===== config.mk =====
export PLATFORM = sky130hd
export DESIGN_NAME = alu_sequencer
export DESIGN_NICKNAME = d
export VERILOG_FILES = /design/src/rtl/alu_sequencer.sv
export SDC_FILE = /design/constraint.sdc
export NUM_CORES = 1
export LEC_CHECK = 0
export ABC_AREA = 1
export CORE_MARGIN = 1.5
export CORE_UTILIZATION = 44
export DETAILED_ROUTE_END_ITERATION = 12
export MAX_ROUTING_LAYER = met4
export PLACE_DENSITY = 0.83
export SYNTH_ARGS = -nofsm -noshare
export SYNTH_HDL_FRONTEND = slang
export SYNTH_SLANG_ARGS = --single-unit

===== constraint.sdc =====
create_clock -name clock -period 1.3 [get_ports clock]
set_input_delay 0.195 -clock clock [delete_from_list [all_inputs] [get_ports clock]]
set_output_delay 0.195 -clock clock [all_outputs]
set_load 0.01 [all_outputs]

===== src/rtl/alu_sequencer.sv =====
// Control sequencer for a single-bus CPU datapath: fetch (T0-T2) then execute (T3-T6)
// with registered Moore strobes decoded from the state being entered.
module alu_sequencer (
    input  logic       clock,
    input  logic       clear,
    input  logic       start,
    input  logic [4:0] opcode,
    input  logic       mem_ready,
    output logic       PCout,
    output logic       MARin,
    output logic       PCin,
    output logic       MDRin,
    output logic       MDRout,
    output logic       IRin,
    output logic       Rbout,
    output logic       Rcout,
    output logic       Yin,
    output logic       Zin,
    output logic       Zlowout,
    output logic       Zhighout,
    output logic       RZin,
    output logic       HIin,
    output logic       LOin,
    output logic       ADD,
    output logic       SUB,
    output logic       MUL,
    output logic       DIV,
    output logic       AND,
    output logic       OR,
    output logic       SHR,
    output logic       SHRA,
    output logic       SHL,
    output logic       ROR,
    output logic       ROL,
    output logic       NEG,
    output logic       NOT,
    output logic       IncPC,
    output logic       busy,
    output logic       done,
    output logic       illegal
);

    localparam logic [3:0] S_IDLE = 4'd0;
    localparam logic [3:0] S_T0   = 4'd1;
    localparam logic [3:0] S_T1   = 4'd2;
    localparam logic [3:0] S_T2   = 4'd3;
    localparam logic [3:0] S_T3   = 4'd4;
    localparam logic [3:0] S_T4   = 4'd5;
    localparam logic [3:0] S_T5   = 4'd6;
    localparam logic [3:0] S_T6   = 4'd7;
    localparam logic [3:0] S_FIN  = 4'd8;

    localparam logic [4:0] OP_ADD  = 5'b00011;
    localparam logic [4:0] OP_SUB  = 5'b00100;
    localparam logic [4:0] OP_SHR  = 5'b00101;
    localparam logic [4:0] OP_SHRA = 5'b00110;
    localparam logic [4:0] OP_SHL  = 5'b00111;
    localparam logic [4:0] OP_ROR  = 5'b01000;
    localparam logic [4:0] OP_ROL  = 5'b01001;
    localparam logic [4:0] OP_AND  = 5'b01010;
    localparam logic [4:0] OP_OR   = 5'b01011;
    localparam logic [4:0] OP_MUL  = 5'b01111;
    localparam logic [4:0] OP_DIV  = 5'b10000;
    localparam logic [4:0] OP_NEG  = 5'b10001;
    localparam logic [4:0] OP_NOT  = 5'b10010;

    localparam int C_PCOUT = 0;
    localparam int C_MARIN = 1;
    localparam int C_PCIN = 2;
    localparam int C_MDRIN = 3;
    localparam int C_MDROUT = 4;
    localparam int C_IRIN = 5;
    localparam int C_RBOUT = 6;
    localparam int C_RCOUT = 7;
    localparam int C_YIN = 8;
    localparam int C_ZIN = 9;
    localparam int C_ZLOW = 10;
    localparam int C_ZHIGH = 11;
    localparam int C_RZIN = 12;
    localparam int C_HIIN = 13;
    localparam int C_LOIN = 14;
    localparam int C_ADD = 15;
    localparam int C_SUB = 16;
    localparam int C_MUL = 17;
    localparam int C_DIV = 18;
    localparam int C_AND = 19;
    localparam int C_OR = 20;
    localparam int C_SHR = 21;
    localparam int C_SHRA = 22;
    localparam int C_SHL = 23;
    localparam int C_ROR = 24;
    localparam int C_ROL = 25;
    localparam int C_NEG = 26;
    localparam int C_NOT = 27;
    localparam int C_INCPC = 28;
    localparam int C_BUSY = 29;
    localparam int C_DONE = 30;

    logic [3:0]  state;
    logic [3:0]  state_d;
    logic [4:0]  op_q;
    logic [4:0]  op_d;
    logic        illegal_d;
    logic        illegal_q;
    logic [30:0] ctl_q;

    function automatic logic is_legal(input logic [4:0] op);
        case (op)
            OP_ADD, OP_SUB, OP_SHR, OP_SHRA, OP_SHL, OP_ROR, OP_ROL,
            OP_AND, OP_OR, OP_MUL, OP_DIV, OP_NEG, OP_NOT: is_legal = 1'b1;
            default: is_legal = 1'b0;
        endcase
    endfunction

    function automatic logic is_unary(input logic [4:0] op);
        is_unary = (op == OP_NEG) || (op == OP_NOT);
    endfunction

    function automatic logic is_wide(input logic [4:0] op);
        is_wide = (op == OP_MUL) || (op == OP_DIV);
    endfunction

    function automatic logic [30:0] alu_select(input logic [4:0] op);
        alu_select = '0;
        case (op)
            OP_ADD:  alu_select[C_ADD]  = 1'b1;
            OP_SUB:  alu_select[C_SUB]  = 1'b1;
            OP_SHR:  alu_select[C_SHR]  = 1'b1;
            OP_SHRA: alu_select[C_SHRA] = 1'b1;
            OP_SHL:  alu_select[C_SHL]  = 1'b1;
            OP_ROR:  alu_select[C_ROR]  = 1'b1;
            OP_ROL:  alu_select[C_ROL]  = 1'b1;
            OP_AND:  alu_select[C_AND]  = 1'b1;
            OP_OR:   alu_select[C_OR]   = 1'b1;
            OP_MUL:  alu_select[C_MUL]  = 1'b1;
            OP_DIV:  alu_select[C_DIV]  = 1'b1;
            OP_NEG:  alu_select[C_NEG]  = 1'b1;
            OP_NOT:  alu_select[C_NOT]  = 1'b1;
            default: alu_select = '0;
        endcase
    endfunction

    // Strobe pattern for a given state; registered against the next state so
    // the outputs line up with the state they belong to.
    function automatic logic [30:0] decode(input logic [3:0] st, input logic [4:0] op);
        decode = '0;
        case (st)
            S_T0: begin
                decode[C_PCOUT] = 1'b1;
                decode[C_MARIN] = 1'b1;
                decode[C_INCPC] = 1'b1;
                decode[C_ZIN]   = 1'b1;
            end
            S_T1: begin
                decode[C_ZLOW]  = 1'b1;
                decode[C_PCIN]  = 1'b1;
                decode[C_MDRIN] = 1'b1;
            end
            S_T2: begin
                decode[C_MDROUT] = 1'b1;
                decode[C_IRIN]   = 1'b1;
            end
            S_T3: begin
                decode[C_RBOUT] = !is_unary(op);
                decode[C_YIN]   = !is_unary(op);
            end
            S_T4: begin
                decode = alu_select(op);
                decode[C_RBOUT] = is_unary(op);
                decode[C_RCOUT] = !is_unary(op);
                decode[C_ZIN]   = 1'b1;
            end
            S_T5: begin
                decode[C_ZLOW] = 1'b1;
                decode[C_LOIN] = is_wide(op);
                decode[C_RZIN] = !is_wide(op);
            end
            S_T6: begin
                decode[C_ZHIGH] = 1'b1;
                decode[C_HIIN]  = 1'b1;
            end
            S_FIN: decode[C_DONE] = 1'b1;
            default: decode = '0;
        endcase
        decode[C_BUSY] = (st != S_IDLE);
    endfunction

    always_comb begin
        state_d   = state;
        op_d      = op_q;
        illegal_d = 1'b0;
        case (state)
            S_IDLE: begin
                if (start) begin
                    op_d = opcode;
                    if (is_legal(opcode)) state_d = S_T0;
                    else                  illegal_d = 1'b1;
                end
            end
            S_T0:  state_d = S_T1;
            S_T1:  state_d = mem_ready ? S_T2 : S_T1;
            S_T2:  state_d = S_T3;
            S_T3:  state_d = S_T4;
            S_T4:  state_d = S_T5;
            S_T5:  state_d = is_wide(op_q) ? S_T6 : S_FIN;
            S_T6:  state_d = S_FIN;
            S_FIN: state_d = S_IDLE;
            default: state_d = S_IDLE;
        endcase
    end

    always_ff @(posedge clock or posedge clear) begin
        if (clear) begin
            state     <= S_IDLE;
            op_q      <= '0;
            ctl_q     <= '0;
            illegal_q <= 1'b0;
        end else begin
            state     <= state_d;
            op_q      <= op_d;
            ctl_q     <= decode(state_d, op_d);
            illegal_q <= illegal_d;
        end
    end

    assign PCout    = ctl_q[C_PCOUT];
    assign MARin    = ctl_q[C_MARIN];
    assign PCin     = ctl_q[C_PCIN];
    assign MDRin    = ctl_q[C_MDRIN];
    assign MDRout   = ctl_q[C_MDROUT];
    assign IRin     = ctl_q[C_IRIN];
    assign Rbout    = ctl_q[C_RBOUT];
    assign Rcout    = ctl_q[C_RCOUT];
    assign Yin      = ctl_q[C_YIN];
    assign Zin      = ctl_q[C_ZIN];
    assign Zlowout  = ctl_q[C_ZLOW];
    assign Zhighout = ctl_q[C_ZHIGH];
    assign RZin     = ctl_q[C_RZIN];
    assign HIin     = ctl_q[C_HIIN];
    assign LOin     = ctl_q[C_LOIN];
    assign ADD      = ctl_q[C_ADD];
    assign SUB      = ctl_q[C_SUB];
    assign MUL      = ctl_q[C_MUL];
    assign DIV      = ctl_q[C_DIV];
    assign AND      = ctl_q[C_AND];
    assign OR       = ctl_q[C_OR];
    assign SHR      = ctl_q[C_SHR];
    assign SHRA     = ctl_q[C_SHRA];
    assign SHL      = ctl_q[C_SHL];
    assign ROR      = ctl_q[C_ROR];
    assign ROL      = ctl_q[C_ROL];
    assign NEG      = ctl_q[C_NEG];
    assign NOT      = ctl_q[C_NOT];
    assign IncPC    = ctl_q[C_INCPC];
    assign busy     = ctl_q[C_BUSY];
    assign done     = ctl_q[C_DONE];
    assign illegal  = illegal_q;

endmodule


==> reports/summary.txt <==
status: finished, violations left
failing checks: negative setup slack
placed cells: 286
CP cell instances: clkdlybuf4s50_1, buf_4, nand2_1, o21ai_1, nand2_4, nand2_8, nand3_4, inv_4, o21ai_2, nand2_1, nand2_1
Worst-path clk slew: 70 ps
Worst EP required: 1490 ps
Total Die Area: 0.00416 sq mm
maxcap violations: 0
Initial Util: 45.8%
PnR worst setup slack: -232 ps
Vias: 1426
Yosys warnings: 0
Seq/Total Area, Yosys: 54.1%
Finished Layout Cells: 299
crit-path max FO: 11
Synth cell types: 23
number of global-route vias before repair: 1388
antenna viol nets, final: 0
Worst Reg2Reg Path Length in Cells: 10
leakage: 0.00140 uW
Max Freq: 653 MHz
Fin. Hold Viols: 0
# setup viols final: 25
CP Class: in2reg
Netlist Area Pre-Place: 0.00166 sq mm
via/cell ratio: 4.77
DP Wirelength: 2.46 mm
CP Buf/Inv Count: 3
commonest non-fill, non-tap cell in the layout: dfrtp_1
port bufs: 40
first-pass GRT wire length: 5.85 mm
Internal Power: 2920 uW
most used cell, CP: nand2_1
initial drt markers: 61
CTS tree: yes
minimum clock period after layout: 1530 ps
RSZ-0062 raised after global routing: yes
FP Rows: 22
final period utilization: 118%
largest cells by area after synthesis: dfrtp_1 (54%), nand2_1 (7.7%), nand2_4 (5.4%)
Root Driver: clkbuf_8
antenna cell count: 0
register share of total power: 28.4%
commonest cells after routing, fill and taps aside: dfrtp_1 (36), dlygate4sd2_1 (32), buf_4 (26)
PwrDens: 2100 mW/mm^2
clock sink count: 36
global-route usage over all layers: 19.0%
largest stage delay on the critical path: 490 ps
Die W: 64.5 um
CP Launch Type: input pin
Worst Setup End Kind: flip-flop
Slowest cell on crit path: clkdlybuf4s50_1
Worst R2R End: ctl_q[6]$_DFF_PP0_
max-slew violation count: 0
synth-to-layout area growth: 51.8%
core area: 0.00363 sq mm
DRC: 0
gr ovfl total: 0
Post-Route WL: 3.98 mm
Boundary Pins: 41
Seq cells post-synth: 36
family with the most delay on the worst path: buffers and inverters
Critical Path Source: start
GP Congestion: 0.893
Worst Skew: 6.16 ps
Min-Delay Path Class: in2async
Synthesized Nets: 191
largest net degree at the start of global routing: 37
Synth Area per Inst: 9.14 sq um
initial antenna violation count: 0
H-tree depth: 2
Initial DRT Pass Iterations: 4
Final #Nets: 259
Worst EP arrival: 1720 ps
Worst-Skew Late Latency: 290 ps
post-synth top area cell: dfrtp_1
Net Switching: 2390 uW
die height: 64.5 um
Clk pwr share: 14.6%
CTS Hold Buffers Added: 0
Post-Synthesis Cells: 182
r2r setup slk: -180 ps
Slew HR: 78.6%
sw frac: 45.1%
layout cells sized above 1: 37.5%
Wirelength per Cell: 13.3 um
share of the synthesized area in the top cell type: 54.1%
Tot Pwr: 5310 uW
Num CTS Buffers: 5
worst slew pin tran: 317 ps
Worst IR Drop VDD: 1.08 mV
CP endpoint: ctl_q[6]$_DFF_PP0_
Crit path depth: 11
combinational power share: 57.0%
reg2reg start: state[3]$_DFF_PP0_
clk buf depth: 2
## stage by stage
stage / hold WS (ps) / setup WS, ps / cell area [sq um] / util (%) / setup TNS (ps)
global route: 284 / -312 / 2530 / 69.5 / -5220
detailed placement: 567 / -387 / 2260 / 62.3 / -7540
global placement: 564 / -356 / 2260 / 62.3 / -6990
CTS: 261 / -136 / 2380 / 65.6 / -1690
floorplan: 328 / -34.2 / 1670 / - / -82.5
finish: 251 / -232 / 2530 / 69.5 / -2930
## cells by family (layout without fill, tap and decap cells)
group	after synthesis	after routing	share of synthesized area, %
AND/OR/NAND/NOR	100	100	32.2
buffers and inverters	33	102	9.10
XOR/XNOR	1	1	0.526
AO/OA/AOI/OAI	12	12	4.06
flip-flops	36	36	54.1
## layer usage
layer  GRT usage (%)  part of all wire [%]  wire length, um  vias up
li1                -                     -                -      694
met1            20.1                    38             1530      680
met2            33.3                    55             2200       41
met3            4.51                   3.9              154       11
met4            9.57                   2.4               97        0
met5               -                     0                0        -
## power groups by stage
| stage | logic, uW | registers (uW) | clock network, uW |
|---|---|---|---|
| finish | 3030 | 1510 | 778 |
| global placement | 2390 | 1510 | 0 |
| floorplan | 1450 | 1570 | 0 |
| detailed placement | 2430 | 1520 | 0 |
| global route | 3270 | 1530 | 843 |
| CTS | 2500 | 1500 | 792 |
## cell usage after synthesis, drive strengths merged
library cell,count
a21oi,5
nand4,4
o21ai,7
nor2,30
buf,6
nand3b,1
nand3,12
xnor2,1
nand2,49
dfrtp,36
nor4,1
nor3,3
inv,27
## worst min path at each step
stage | startpoint | end | slack [ps] | cells after the start
CTS | clear | ctl_q[9]$_DFF_PP0_ | 260 | 3
floorplan | mem_ready | ctl_q[5]$_DFF_PP0_ | 330 | 2
detailed placement | clear | ctl_q[10]$_DFF_PP0_ | 570 | 3
finish | clear | ctl_q[10]$_DFF_PP0_ | 250 | 3
global placement | clear | ctl_q[10]$_DFF_PP0_ | 560 | 3
global route | clear | ctl_q[10]$_DFF_PP0_ | 280 | 3
## worst register-to-register path: stages (launching register included)
cell and delay [ps]:
dfrtp_1 410, nor2_4 170, nand2_4 120, inv_8 110
nand2_4 70, nand2_8 110, nand3_4 110, inv_4 100
o21ai_2 50, nand2_1 70, nand2_1 50
## sequential cells by signal, indices dropped and copies added, names as in the netlist
name and cells:
ctl_q 26, op_q 5, illegal 1, state 4
## timing repair
item / in CTS / in global routing
endpoints found under the setup margin: 55 / 26
pin swaps: 9 / 12
resized for setup: 49 / 32
endpoints found under the hold margin: 0 / 0
setup buffers: 2 / 3
## cell type report
type	instances	area, sq um
multi-input combinational	113	788
tap	48	60.1
inverter	27	114
fill	281	1110
clock buffer	5	68.8
timing repair buffer	67	576
clock inverter	3	18.8
sequential	36	901
No activity file was read; power rests on OpenSTA's default activity.
==> RTL edit 1 (same flow settings) <==
Set the localparam `C_DIV` to 17 (it was 18).
--- a/src/rtl/alu_sequencer.sv
+++ b/src/rtl/alu_sequencer.sv
@@ -82,7 +82,7 @@
     localparam int C_ADD = 15;
     localparam int C_SUB = 16;
     localparam int C_MUL = 17;
-    localparam int C_DIV = 18;
+    localparam int C_DIV = 17;
     localparam int C_AND = 19;
     localparam int C_OR = 20;
     localparam int C_SHR = 21;
Check against the original RTL: not equivalent (Yosys sat finds a counterexample within 10 cycles, from zero or initial values).
==> RTL edit 1 against the original RTL <==
- the run still ends with setup timing left
- final cell count rose by 2.0%
- clock power grew 27%
- global-route usage increased by 1.8 points
- worst setup slack improved by 77 ps
- total power up 1.7%
- count of clock-buffer cells in the layout rose by 1
- wire length shrank 2.8%
- critical path depth decreased by 1
- via count up 2.4%
- area after synthesis down 2.5%
- highest routed layer unchanged
- fmax increased by 5.3%
- design area down 2.4%
- sequential cell count is 1 lower
==> RTL edit 1: results (changes against the original RTL) <==
The final worst setup slack came out at -155 ps (+77.4 ps). The source of the critical timing path is state[1]. The worst-case vdd ir drop came out at 1140 µV (+5.1%). In this run the worst hold path is classified as in -> async.

The largest registers in the layout are ctl_q x25, op_q x5, state x4. For this design, the slowest cell found on the critical path is dfrtp_1. The maximum clock skew at final layout came out at 5.78 ps (-0.386 ps). By area the synthesized netlist is led by dfrtp_1, nand2_1, inv_1. The number of placed instances, taps included is 291 (+1.7%). The global placement routability congestion was 0.926 (+3.7%). The post-placement worst setup slack came out at -374 ps (+12.7 ps). The run finished, with violations left. The checks that failed: setup timing. The wire length per cell after detailed routing is 12.7 µm (-4.7%). The number of global-route vias before repair is 1372 (-1.2%). The clock insertion delay at the later pin of the skew report was 290 ps (about the same). The switching fraction of total power came out at 40.8% (-4.3 points). The net count after synthesis was 194 (+1.6%). The number of distinct library cell variants in the gate-level netlist after synthesis came out at 21 (-8.7%). The half-perimeter wire length after placement is 2.59 mm (+5.3%). The accumulated negative setup slack is -2250 ps (+678 ps). The cell family contributing the most delay on the critical path is simple AND/OR/NAND/NOR gates.

The critical path is of the reg -> reg type. The final cell count without fillers came out at 305 (+2.0%). The register area share after synthesis is 54.0% (-0.16 points). The maximum cell stage delay along the critical path came out at 420 ps (-70 ps). The number of DRC markers in iteration 0 came out at 86 (+41%). The total number of nets in the final design came out at 267 (+3.1%).

The peak fanout along the critical path came out at 6 (-5). The data arrival time of the worst path came out at 1640 ps (-80 ps). The share of the synthesized netlist area taken by xor and xnor gates was 0% (-0.53 points).

The final-report setup violation count is 21 (-16%). The worst max-slew margin expressed relative to the limit came out at 84.7% (+6.1 points). By count the netlist is led by nand2_1, dfrtp_1, inv_1.

The static power due to leakage is 1.38 nW (-1.3%). The average size of a mapped cell was 8.77 µm² (-4.1%). The maximum number of pins on one net before global-route repair is 36 (-2.7%). The placed cell area came out at 2250 µm² (-0.72%).
-- RTL edit 1: cell count changes in the layout (fill, tap and decap cells not counted), moves of 3 or more --
cell,delta
nand3_1,+3
nand2_1,+14
buf_4,+6
nand2_8,-4
nor2_1,+4
nor2_2,-7
-- RTL edit 1: timing repair --
| item | CTS | global route |
|---|---|---|
| pin swaps | 10 | 7 |
| hold buffers | 0 | 0 |
| gates resized for setup | 50 | 11 |
| endpoints found under the setup margin | 55 | 26 |
| buffers inserted | 6 | 0 |
-- RTL edit 1: worst min-delay path, delay by kind of cell --
family | cells | cell delay, ps
buffers and inverters | 3 | 710
-- RTL edit 1: power groups by stage --
stage,clock (mW),sequential [mW],combinational [mW]
global route,1.06,1.52,3.17
floorplan,0,1.57,1.33
global placement,0,1.51,2.42
finish,0.991,1.50,2.91
CTS,1.00,1.49,2.71
detailed placement,0,1.52,2.47
-- RTL edit 1: layout make-up --
class                      instances  area [µm²]  share of cell area [%]
timing repair buffer              73         621                    25.2
clock buffer                       6        82.6                    3.35
tap                               46        57.6                    2.33
inverter                          26         108                    4.36
clock inverter                     2        35.0                    1.42
multi-input combinational        117         687                    27.9
sequential                        35         876                    35.5
-- RTL edit 1: routing by layer --
layer	track usage, %	up-vias	routed length, µm
li1	-	712	-
met1	23.7	691	1560
met2	35.4	49	2070
met3	5.46	8	191
met4	7.88	0	53
met5	-	-	0
-- RTL edit 1: how the worst min path moves through the flow --
stage          startpoint         to  slack (ps)  depth (start not counted)
2_1_floorplan   mem_ready   ctl_q[5]         330                          2
3_3_place_gp        clear  ctl_q[10]         570                          3
3_5_place_dp        clear   ctl_q[3]         570                          3
4_1_cts             clear   ctl_q[7]         270                          3
5_1_grt             clear   ctl_q[8]         280                          3
6_report            clear   ctl_q[7]         260                          3
